### src/rtl/hdmi_pattern_gen.sv
// hdmi_pattern_gen: multi-mode video test-pattern generator (pixel clock domain).
// Modes: 0 checker/ramp, 1 colour bars, 2 solid colour, 3 scrolling gradient.
// Mode and solid colour are latched at the vblank rising edge.
// Optional 1-pixel white border: define HDMI_PATTERN_GEN_BORDER_EN.
module hdmi_pattern_gen #(
    parameter int unsigned HWIDTH     = 960,
    parameter int unsigned VHEIGHT    = 600,
    parameter int unsigned XYW        = 11,
    parameter int unsigned CW         = 8,
    parameter int unsigned CHECK_LOG2 = 3,
    parameter int unsigned FRAME_W    = 8
) (
    input  logic               clk,
    input  logic               rst_n,
    input  logic [XYW-1:0]     xpixel,
    input  logic [XYW-1:0]     ypixel,
    input  logic               vblank,
    input  logic [1:0]         mode,
    input  logic [3*CW-1:0]    solid_color,
    output logic [CW-1:0]      red,
    output logic [CW-1:0]      grn,
    output logic [CW-1:0]      blu,
    output logic               de,
    output logic [FRAME_W-1:0] frame
);

    localparam int unsigned BAR_W = HWIDTH / 8;
    localparam logic [CW-1:0] ONES = {CW{1'b1}};

    logic              vblank_d;
    logic              primed;
    logic              frame_start;
    logic [1:0]        mode_q;
    logic [3*CW-1:0]   color_q;
    logic [XYW-1:0]    x1;
    logic [XYW-1:0]    y1;
    logic              act1;
    logic [2:0]        bar1;
    logic [2:0]        bar_c;
    logic              act_c;
    logic [CW-1:0]     frame_cw;
    logic [CW-1:0]     r_c;
    logic [CW-1:0]     g_c;
    logic [CW-1:0]     b_c;

    // A rising edge needs a real low sample after reset, so a vblank already
    // high at release is not mistaken for a frame start.
    assign frame_start = vblank & ~vblank_d & primed;
    assign act_c       = (xpixel < XYW'(HWIDTH)) & (ypixel < XYW'(VHEIGHT));
    assign frame_cw    = CW'(frame);

    // Bar index from ascending constant thresholds; the highest one passed wins.
    always_comb begin
        bar_c = 3'd0;
        for (int k = 1; k < 8; k++) begin
            if (xpixel >= XYW'(k * BAR_W)) begin
                bar_c = 3'(k);
            end
        end
    end

    // Frame-boundary control: edge detect, mode/colour latch, frame counter.
    always_ff @(posedge clk or negedge rst_n) begin
        if (!rst_n) begin
            vblank_d <= 1'b0;
            primed   <= 1'b0;
            mode_q   <= 2'd0;
            color_q  <= '0;
            frame    <= '0;
        end else begin
            vblank_d <= vblank;
            primed   <= 1'b1;
            if (frame_start) begin
                mode_q  <= mode;
                color_q <= solid_color;
                frame   <= frame + FRAME_W'(1);
            end
        end
    end

    // Stage 1: sample coordinates, active flag and bar index.
    always_ff @(posedge clk or negedge rst_n) begin
        if (!rst_n) begin
            x1   <= '0;
            y1   <= '0;
            act1 <= 1'b0;
            bar1 <= 3'd0;
        end else begin
            x1   <= xpixel;
            y1   <= ypixel;
            act1 <= act_c;
            bar1 <= bar_c;
        end
    end

    // Pattern select from stage-1 values and the currently latched mode.
    always_comb begin
        r_c = '0;
        g_c = '0;
        b_c = '0;
        case (mode_q)
            2'd0: begin
                r_c = x1[CHECK_LOG2] ? ONES : '0;
                g_c = y1[CHECK_LOG2] ? ONES : '0;
                b_c = CW'(y1);
            end
            2'd1: begin
                r_c = bar1[1] ? '0 : ONES;
                g_c = bar1[2] ? '0 : ONES;
                b_c = bar1[0] ? '0 : ONES;
            end
            2'd2: begin
                r_c = color_q[3*CW-1 -: CW];
                g_c = color_q[2*CW-1 -: CW];
                b_c = color_q[CW-1:0];
            end
            default: begin
                r_c = CW'(x1) + frame_cw;
                g_c = CW'(y1) + frame_cw;
                b_c = CW'(x1) + CW'(y1);
            end
        endcase
`ifdef HDMI_PATTERN_GEN_BORDER_EN
        if ((x1 == '0) || (x1 == XYW'(HWIDTH - 1)) ||
            (y1 == '0) || (y1 == XYW'(VHEIGHT - 1))) begin
            r_c = ONES;
            g_c = ONES;
            b_c = ONES;
        end
`endif
        if (!act1) begin
            r_c = '0;
            g_c = '0;
            b_c = '0;
        end
    end

    // Stage 2: registered colour outputs and data-enable.
    always_ff @(posedge clk or negedge rst_n) begin
        if (!rst_n) begin
            red <= '0;
            grn <= '0;
            blu <= '0;
            de  <= 1'b0;
        end else begin
            red <= r_c;
            grn <= g_c;
            blu <= b_c;
            de  <= act1;
        end
    end

endmodule

### config.mk
export PLATFORM = sky130hd
export DESIGN_NAME = hdmi_pattern_gen
export DESIGN_NICKNAME = d
export VERILOG_FILES = /design/src/rtl/hdmi_pattern_gen.sv
export SDC_FILE = /design/constraint.sdc
export NUM_CORES = 1
export LEC_CHECK = 0
export CORE_AREA = 2 2 104 146
export DETAILED_ROUTE_END_ITERATION = 10
export DIE_AREA = 0 0 106 148
export GPL_TIMING_DRIVEN = 0
export PLACE_DENSITY = 0.6
export SYNTH_ARGS = -nofsm -noshare
export SYNTH_HDL_FRONTEND = slang
export SYNTH_SLANG_ARGS = --single-unit
### constraint.sdc
create_clock -name clk -period 5.3 [get_ports clk]
set_input_delay 1.06 -clock clk [delete_from_list [all_inputs] [get_ports clk]]
set_output_delay 1.06 -clock clk [all_outputs]
set_load 0.02 [all_outputs]
# After elaboration in Yosys (flattened, before gate mapping)
# Index checks and enable logic that the tools add are counted.
# Widths: inputs -> output; s select.
[totals]
word_cells = 51
ff_bits = 81
inputBits = 51
output_inout_bits = 33
[op_classes]
addsub = 4
n_lt_le_gt_ge = 9
reduce_logical = 1
n_mux = 18
eq_ne = 2
bitwise_logic = 4
[ops]
columns = ["cell", "n"]
rows = [
  ["$pmux 8 s3", 3],
  ["$mux 8", 8],
  ["$ge 11x10->1 const B", 3],
  ["$add 8x8->8", 3],
  ["$ge 11x9->1 const B", 2],
  ["$lt 11x10->1 const B", 2],
  ["$mux 3", 4],
  ["$ge 11x7->1 const B", 1],
  ["$ge 11x8->1 const B", 1],
  ["$add 8x1->8 const B", 1],
  ["$mux 2", 2],
  ["$and 1x1->1", 3],
  ["$eq 2x1->1 const B", 1],
  ["$eq 2x2->1 const B", 1],
  ["$logic_not 2->1", 1],
  ["$mux 1", 1],
  ["$not 1->1", 1],
]

# Logic depth before layout (Yosys ltp)
# Gate-level depths: netlist (run 1).
[depth]
ltp_word = 8
depth_mapped = 7
mapped_depth_nobuf = 7

# Worst setup path before layout (run 1)
# Ideal clock, no wire load.
[synth_timing]
path_kind = "register to register"
from = "reg frame[0]"
to = "reg red[6]"
arrival_ns = 2.072
path_slack_ns = 3.092
period_less_slack_ns = 2.208
t_required_ns = 5.164
setup_ns = 0.136
n_path_buf = 0
path_stages_with_launch = 8
path_cell_list = "dfrtp_1 ha_1 fa_1 a21oi_1 o21ai_0 or4_1 a31oi_1 nor3_1"
[synth_between]
elab_chain_len = 3
[synth_lines]
columns = ["element", "line_no", "source"]
rows = [
  ["from (decl)", "24", "output logic [FRAME_W-1:0] frame"],
  ["from (signal assigned)", "76", "frame <= frame + FRAME_W'(1);"],
  ["$add 8x8->8", "118", "r_c = CW'(x1) + frame_cw;"],
  ["$pmux 8 s3", "101", "case (mode_q)"],
  ["$mux 8", "131", "if (!act1) begin"],
  ["net r_c[6]", "42", "logic [CW-1:0] r_c;"],
  ["to (signal assigned)", "146", "red <= r_c;"],
  ["to (decl)", "20", "output logic [CW-1:0] red,"],
]
# The timed path passes the listed nets, and every way through them passes these cells.
# A chain may end at the register's enable or synchronous reset.

# Worst setup path after layout (run 1)
[layout_timing]
from = "reg frame[1]"
to = "out frame[1]"
# No word-level cell between the ends.

==> results of run 1 <==
## synthesized netlist by cell type, drive strengths merged (3+ instances only)
cell / count / area, µm²
inv: 6 / 22.5
o21a: 6 / 45.0
o22ai: 5 / 31.3
nand2b: 7 / 43.8
a31oi: 6 / 37.5
nor2b: 8 / 50.1
clkbuf: 7 / 26.3
nand3: 6 / 30.0
o221ai: 3 / 26.3
ha: 22 / 275
a21oi: 36 / 180
xnor2: 11 / 96.3
a211oi: 13 / 108
mux2: 30 / 338
o21ai: 23 / 115
xor2: 9 / 78.8
a21o: 5 / 37.5
o21bai: 3 / 22.5
buf: 8 / 46.3
fa: 3 / 60.1
nor2: 17 / 63.8
and2: 9 / 56.3
nand2: 24 / 90.1
dfrtp: 81 / 2030
nor3: 8 / 40.0
## power by group through the flow
stage,clock network (mW),registers (mW),logic (mW)
floorplan,0,0.800,0.413
detailed placement,0,0.792,0.682
global route,0.720,0.790,0.757
global placement,0,0.791,0.667
finish,0.675,0.779,0.681
CTS,0.690,0.781,0.684
## cells in the final DEF, fill, tap and decap left out, types with 2 or more instances in the layout
| master | netlist | final |
|---|---|---|
| a2111oi_0 | 2 | 2 |
| a211oi_1 | 11 | 11 |
| a211oi_2 | 2 | 2 |
| a21o_1 | 5 | 5 |
| a21oi_1 | 36 | 36 |
| a221oi_1 | 2 | 2 |
| a31oi_1 | 6 | 6 |
| and2_1 | 9 | 9 |
| and3_1 | 2 | 2 |
| buf_2 | 7 | 7 |
| bufinv_16 | 0 | 2 |
| clkbuf_1 | 7 | 7 |
| clkbuf_16 | 0 | 9 |
| clkbuf_8 | 0 | 2 |
| clkdlybuf4s50_1 | 0 | 82 |
| dfrtp_1 | 81 | 81 |
| fa_1 | 3 | 3 |
| ha_1 | 22 | 22 |
| inv_1 | 6 | 6 |
| mux2_2 | 30 | 30 |
| nand2_1 | 24 | 24 |
| nand2b_1 | 7 | 7 |
| nand3_1 | 6 | 6 |
| nor2_1 | 17 | 17 |
| nor2b_1 | 8 | 8 |
| nor3_1 | 8 | 8 |
| o21a_1 | 6 | 6 |
| o21ai_0 | 22 | 22 |
| o21bai_1 | 3 | 3 |
| o221ai_1 | 3 | 3 |
| o22ai_1 | 5 | 5 |
| or2_2 | 2 | 2 |
| or3_1 | 2 | 2 |
| xnor2_1 | 11 | 11 |
| xor2_1 | 9 | 9 |
## worst register-to-register path: cells and delay by family (launching register included)
| kind | cells | cell delay, ps |
|---|---|---|
| fa+ha+maj | 2 | 710 |
| flops | 1 | 480 |
| compound gates | 3 | 610 |
| simple gates | 2 | 520 |
## final cells by class
| cell class | instances | area, µm² | share of cell area [%] |
|---|---|---|---|
| inverter | 6 | 22.5 | 0.401 |
| multi-input combinational | 282 | 2080 | 37.1 |
| sequential | 81 | 2030 | 36.1 |
| tap | 189 | 236 | 4.21 |
| timing repair buffer | 84 | 848 | 15.1 |
| clock buffer | 11 | 253 | 4.50 |
| buffer | 15 | 72.6 | 1.29 |
| clock inverter | 4 | 76.3 | 1.36 |
## through the flow
step	setup WS (ps)	power, mW	instance area, µm²	utilization (%)
6_report	2650	2.13	5620	39.1
2_1_floorplan	3090	1.21	4210	-
3_3_place_gp	504	1.46	5270	36.7
4_1_cts	2620	2.16	5620	39.1
3_5_place_dp	2490	1.47	5290	36.8
5_1_grt	2580	2.27	5620	39.1
## registers in the layout (all words and copies together) (netlist names)
name      cells
y1            8
act1          1
frame         8
mode_q        2
x1            8
vblank_d      1
blu           8
grn           8
de            1
primed        1
red           8
bar1          3
color_q      24
## cells by family (layout without fill, tap and decap cells)
| kind of cell | count (synthesis) | after routing | synth area share, % |
|---|---|---|---|
| other | 1 | 1 | 0.0891 |
| muxes | 31 | 31 | 8.27 |
| buffers and inverters | 21 | 120 | 2.26 |
| xor gates and xnor gates | 20 | 20 | 4.16 |
| adders and majority gates | 26 | 26 | 8.21 |
| and+or+nand+nor | 90 | 90 | 10.7 |
| DFF | 81 | 81 | 48.2 |
| AOI/OAI and AO/OA | 114 | 114 | 18.1 |
## worst max path at each step
stage               startpoint           to  slack [ps]  depth (start not counted)
floorplan             frame[0]       red[6]        3090                          7
global route          frame[1]     frame[1]        2580                          1
detailed placement      vblank   color_q[7]        2490                          5
CTS                   frame[1]     frame[1]        2620                          1
global placement         rst_n  color_q[13]         500                          1
finish                frame[1]     frame[1]        2650                          1
## per-layer routing
metal  track usage, %  vias up
met5                0        -
met4             6.12        0
met3             2.43       15
met2             29.3       84
met1             17.9     1633
li1                 -     1582
==> results.py, run 1 <==
metrics = {
    "outcome": {
        "run_status": "finished clean",
    },
    "timing": {
        "rsz0062_at_grt": "false",
        "worst_pin_slew_ps": 612,
        "clock.fmax_ghz": 0.377,
        "fin_crit_sh_pct": 50.0,
        "fin_setup_tns_ps": 0,
        "maxSlewHeadroom_pct": 59.2,
        "slew_violations": 0,
        "fin_crit_ps": 2650,
        "whs_ps": 504,
        "setup-violations-final": 0,
        "skew_ps": 4.88,
        "final_hold_viol_count": 0,
    },
    "clock_tree": {
        "tritoncts": "yes",
        "clk_pin_slew_ps": 60,
        "cts_buffers": 9,
        "clockBufferDepth": 2,
        "post_cts_buffers": 0,
        "htree_levels": 3,
        "cts_hold_buf": 0,
        "root_buffer": "clkbuf_16",
        "numClockSinks": 81,
        "ctsResizeCount": 0,
        "clk-insertion-delay-late_ps": 340,
    },
    "setup_path": {
        "path_cells": "clkdlybuf4s50_1",
        "cpMaxStageDelayCell": "clkdlybuf4s50_1",
        "critPathTopFamily": "buffers and inverters",
        "worst-path-max-fanout": 8,
        "path_class": "register to output port",
        "endpoint_kind": "output port",
        "slowest_delay_ps": 700,
        "arrival_ps": 1590,
        "timing.rr.end": "red[6]",
        "rr_startpoint": "frame[0]",
        "crit_required_ps": 4240,
        "path_buf_inv": 1,
        "r2r_setup_slack_ps": 2810,
        "cp-start-kind": "register",
        "r2r_cells": 7,
    },
    "drt": {
        "ant_nets": 0,
        "first_pass_iters": 4,
        "avgViaCountPerCell": 4.93,
        "drc": 0,
        "vias": 3314,
        "wl_met2_um": 6440,
        "highest_layer": "met4",
        "wl_met3_um": 420,
        "drt-initial-drc-count": 215,
        "wirelength_um": 11600,
        "met1_length_um": 4480,
        "wl_per_cell_um": 17.2,
    },
    "job": {
        "drv_cap": 0,
    },
    "min_path": {
        "holdPathStages": 1,
        "hold_path.class": "register to register",
        "min_from": "color_q[1]",
        "holdPathEnd": "color_q[1]",
    },
    "floorplanning": {
        "rows": 52,
        "ioPinCount": 84,
        "dieArea_mm2": 0.0157,
        "die_x_um": 106,
        "core_area_mm2": 0.0144,
        "initial_core_util_pct": 29.3,
        "die_h_um": 148,
    },
    "logic_synthesis": {
        "ys_warn_count": 0,
        "yosysSeqAreaShare_pct": 48.2,
        "syn-cell-area_mm2": 0.00421,
        "syn_inst": 384,
        "async_flop_share_pct": 100,
        "synth_edf_count": 0,
        "ys_ff_latch": 81,
        "syn_nets": 460,
        "postSynthAreaPerCell_um2": 11.0,
        "synth-main-ff-cell": "dfrtp_1",
        "synth_cell_types": 51,
    },
    "layout": {
        "area_growth_pct": 33.6,
        "nets": 555,
        "layout-drive-gt1-share_pct": 13.3,
        "antenna-diode-count": 0,
        "stdcell_count": 672,
        "n_fill_cell": 1383,
    },
    "global_route": {
        "gr-total-overflow": 0,
        "grt_max_degree": 47,
        "antenna_found_initial": 0,
        "grt.total_usage_pct": 15.7,
        "first_global_vias": 3506,
        "grt_pass1_wl_um": 18700,
    },
    "pwr": {
        "p_sw_mw": 0.680,
        "seqPwrFrac_pct": 36.5,
        "p_comb_share_pct": 31.9,
        "peakVddDrop_mv": 0.154,
        "p_sw_share_pct": 31.8,
        "p_int_mw": 1.46,
        "p_leak_nw": 2.37,
        "clockPowerShare_pct": 31.6,
        "p_per_area_mw_per_mm2": 380,
    },
    "placement": {
        "place.gp.congestion": 0.850,
        "place_hpwl_um": 9150,
        "place_inst": 657,
        "io_buffers": 83,
    },
}
Power figures use the tool's default switching activity.
==> run 2: changes to the inputs <==
--- a/config.mk
+++ b/config.mk
@@ -9,7 +9,7 @@
 export DETAILED_ROUTE_END_ITERATION = 10
 export DIE_AREA = 0 0 106 148
 export GPL_TIMING_DRIVEN = 0
-export PLACE_DENSITY = 0.6
+export PLACE_DENSITY = 0.62
 export SYNTH_ARGS = -nofsm -noshare
 export SYNTH_HDL_FRONTEND = slang
 export SYNTH_SLANG_ARGS = --single-unit
==> constraint.sdc (replaced) <==
create_clock -name clk -period 2.4 [get_ports clk]
set_input_delay 0.48 -clock clk [delete_from_list [all_inputs] [get_ports clk]]
set_output_delay 0.48 -clock clk [all_outputs]
set_load 0.02 [all_outputs]
==> run 2 against run 1 <==
  * Critical path depth increased by 6
  * Clock skew grew 4.0 ps
  * Clock power rose by 100%
  * Die area is the same
  * Non-clock buffer count up 1
  * First-iteration DRC count shrank 11%
  * Utilization shrank 0.10 points
  * Critical path type is now register to register
  * Final area shrank 0.27%
  * Setup slack worse by 2500 ps
==> results.py, run 2 (synthesis gave the netlist of run 1 again) <==
metrics = {
    "timing": {
        "fin_crit_sh_pct": 92.5,
        "fin_ws_ps": 179,
        "fin_crit_ps": 2220,
        "final_hold_viol_count": 0,
        "whs_ps": 76.7,
        "rsz0062_at_grt": "false",
        "clock.fmax_ghz": 0.450,
        "worst_pin_slew_ps": 623,
        "fin_setup_tns_ps": 0,
        "maxSlewHeadroom_pct": 58.5,
        "slew_violations": 0,
        "skew_ps": 8.91,
        "setup-violations-final": 0,
    },
    "placement": {
        "place_area_mm2": 0.00529,
        "io_buffers": 83,
        "place.gp.congestion": 0.842,
        "pre_cts_ws_ps": -40.4,
        "place_hpwl_um": 9160,
    },
    "clock_tree": {
        "numClockSinks": 81,
        "cts_hold_buf": 0,
        "clk_pin_slew_ps": 60,
        "clk-insertion-delay-late_ps": 350,
        "cts_buffers": 9,
        "clockBufferDepth": 2,
        "htree_levels": 3,
        "tritoncts": "yes",
        "root_buffer": "clkbuf_16",
    },
    "drt": {
        "first_pass_iters": 4,
        "vias": 3305,
        "avgViaCountPerCell": 4.90,
        "wl_met3_um": 359,
        "wl_met2_um": 6260,
        "drc": 0,
        "wirelength_um": 11800,
        "met1_length_um": 4770,
        "drt-initial-drc-count": 192,
        "highest_layer": "met4",
        "wl_per_cell_um": 17.5,
        "ant_nets": 0,
    },
    "layout": {
        "area_growth_pct": 33.3,
        "top_register": "color_q",
        "largest_reg_flops": 24,
        "nets": 556,
        "final_common_cell": "clkdlybuf4s50_1",
        "n_fill_cell": 1405,
        "layout-drive-gt1-share_pct": 13.8,
        "antenna-diode-count": 0,
        "final_cell_mix": "clkdlybuf4s50_1 (82), dfrtp_1 (80), a21oi_1 (35)",
        "design_area_mm2": 0.00561,
    },
    "global_route": {
        "grt_max_degree": 47,
        "antenna_found_initial": 0,
        "grt_pass1_wl_um": 18900,
        "first_global_vias": 3533,
        "gr-total-overflow": 0,
        "grt.total_usage_pct": 15.9,
    },
    "setup_path": {
        "slowest_delay_ps": 430,
        "r2r_setup_slack_ps": 180,
        "arrival_ps": 2400,
        "endpoint_kind": "register",
        "path_class": "register to register",
        "cp-start-kind": "register",
        "rr_startpoint": "frame[0]",
        "path_cells": "ha_2 -> fa_1 -> a21oi_2 -> o21ai_1 -> or4_1 -> a31oi_1 -> nor3_1",
        "worst-path-max-fanout": 3,
        "timing.rr.end": "red[6]",
        "crit_required_ps": 2580,
        "cpMaxStageDelayCell": "dfrtp_2",
        "r2r_cells": 7,
    },
    "floorplanning": {
        "core_area_mm2": 0.0144,
        "rows": 52,
        "dieArea_mm2": 0.0157,
        "die_x_um": 106,
        "initial_core_util_pct": 29.3,
        "die_h_um": 148,
        "ioPinCount": 84,
    },
    "pwr": {
        "p_sw_mw": 1.53,
        "p_comb_share_pct": 33.3,
        "p_int_mw": 3.10,
        "seqPwrFrac_pct": 37.0,
        "peakVddDrop_mv": 0.303,
        "p_leak_nw": 2.36,
        "p_sw_share_pct": 33.1,
        "p_per_area_mw_per_mm2": 827,
        "clockPowerShare_pct": 29.7,
    },
    "outcome": {
        "run_status": "finished clean",
    },
    "min_path": {
        "hold_path.class": "primary input to asynchronous set/reset pin",
    },
    "job": {
        "drv_cap": 0,
    },
}
-- run 2: area by class of cell --
class                   count  area [µm²]  area share, %
repair buffers             85         856           15.3
clock inverters             4        52.6          0.937
clock buffers              12         246           4.40
flip-flops and latches     81        2030           36.2
well taps                 189         236           4.22
multi-input cells         282        2090           37.3
plain buffers              15        72.6           1.29
inverters                   6        22.5          0.402
-- run 2: metal layers --
| layer | up-vias | GRT usage, % |
|---|---|---|
| li1 | 1589 | - |
| met1 | 1622 | 18.3 |
| met2 | 72 | 28.5 |
| met3 | 22 | 2.95 |
| met4 | 0 | 7.04 |
| met5 | - | 0 |
-- run 2: power by group through the flow --
| stage | combinational (mW) | clock (mW) | sequential (mW) |
|---|---|---|---|
| 2_1_floorplan | 0.912 | 0 | 1.77 |
| 3_3_place_gp | 1.47 | 0 | 1.75 |
| 3_5_place_dp | 1.51 | 0 | 1.75 |
| 4_1_cts | 1.51 | 1.40 | 1.73 |
| 5_1_grt | 1.71 | 1.46 | 1.74 |
| 6_report | 1.54 | 1.38 | 1.72 |
-- run 2: critical path, delay by kind of cell, from the launching register on --
family / cells / cell delay, ps
compound gates: 3 / 480
flops: 1 / 430
simple gates: 2 / 510
fa+ha+maj: 2 / 640
-- run 2: worst max-delay path by stage --
stage | start | slack [ps] | endpoint | cells after the start
after floorplan | frame[0] | 190 | red[6] | 7
after global placement | rst_n | -1780 | color_q[13] | 1
after detailed placement | frame[0] | -40 | red[6] | 7
after CTS | frame[0] | 50 | red[6] | 7
after global routing | frame[0] | 60 | red[6] | 7
final | frame[0] | 180 | red[6] | 7
-- run 2: metrics by stage --
step / utilization [%] / instances / power [mW]
after floorplan: - / 384 / 2.68
after global placement: 36.7 / 656 / 3.22
after detailed placement: 36.8 / 657 / 3.26
after CTS: 38.9 / 673 / 4.64
after global routing: 39.0 / 674 / 4.91
final: 39.0 / 674 / 4.64
-- run 2: timing repair --
item                                   CTS  global route
setup buffers                            0             1
endpoints found under the hold margin    0             0
gates cloned                             0             0
resized for setup                        2             2
setup endpoints to repair                1             1
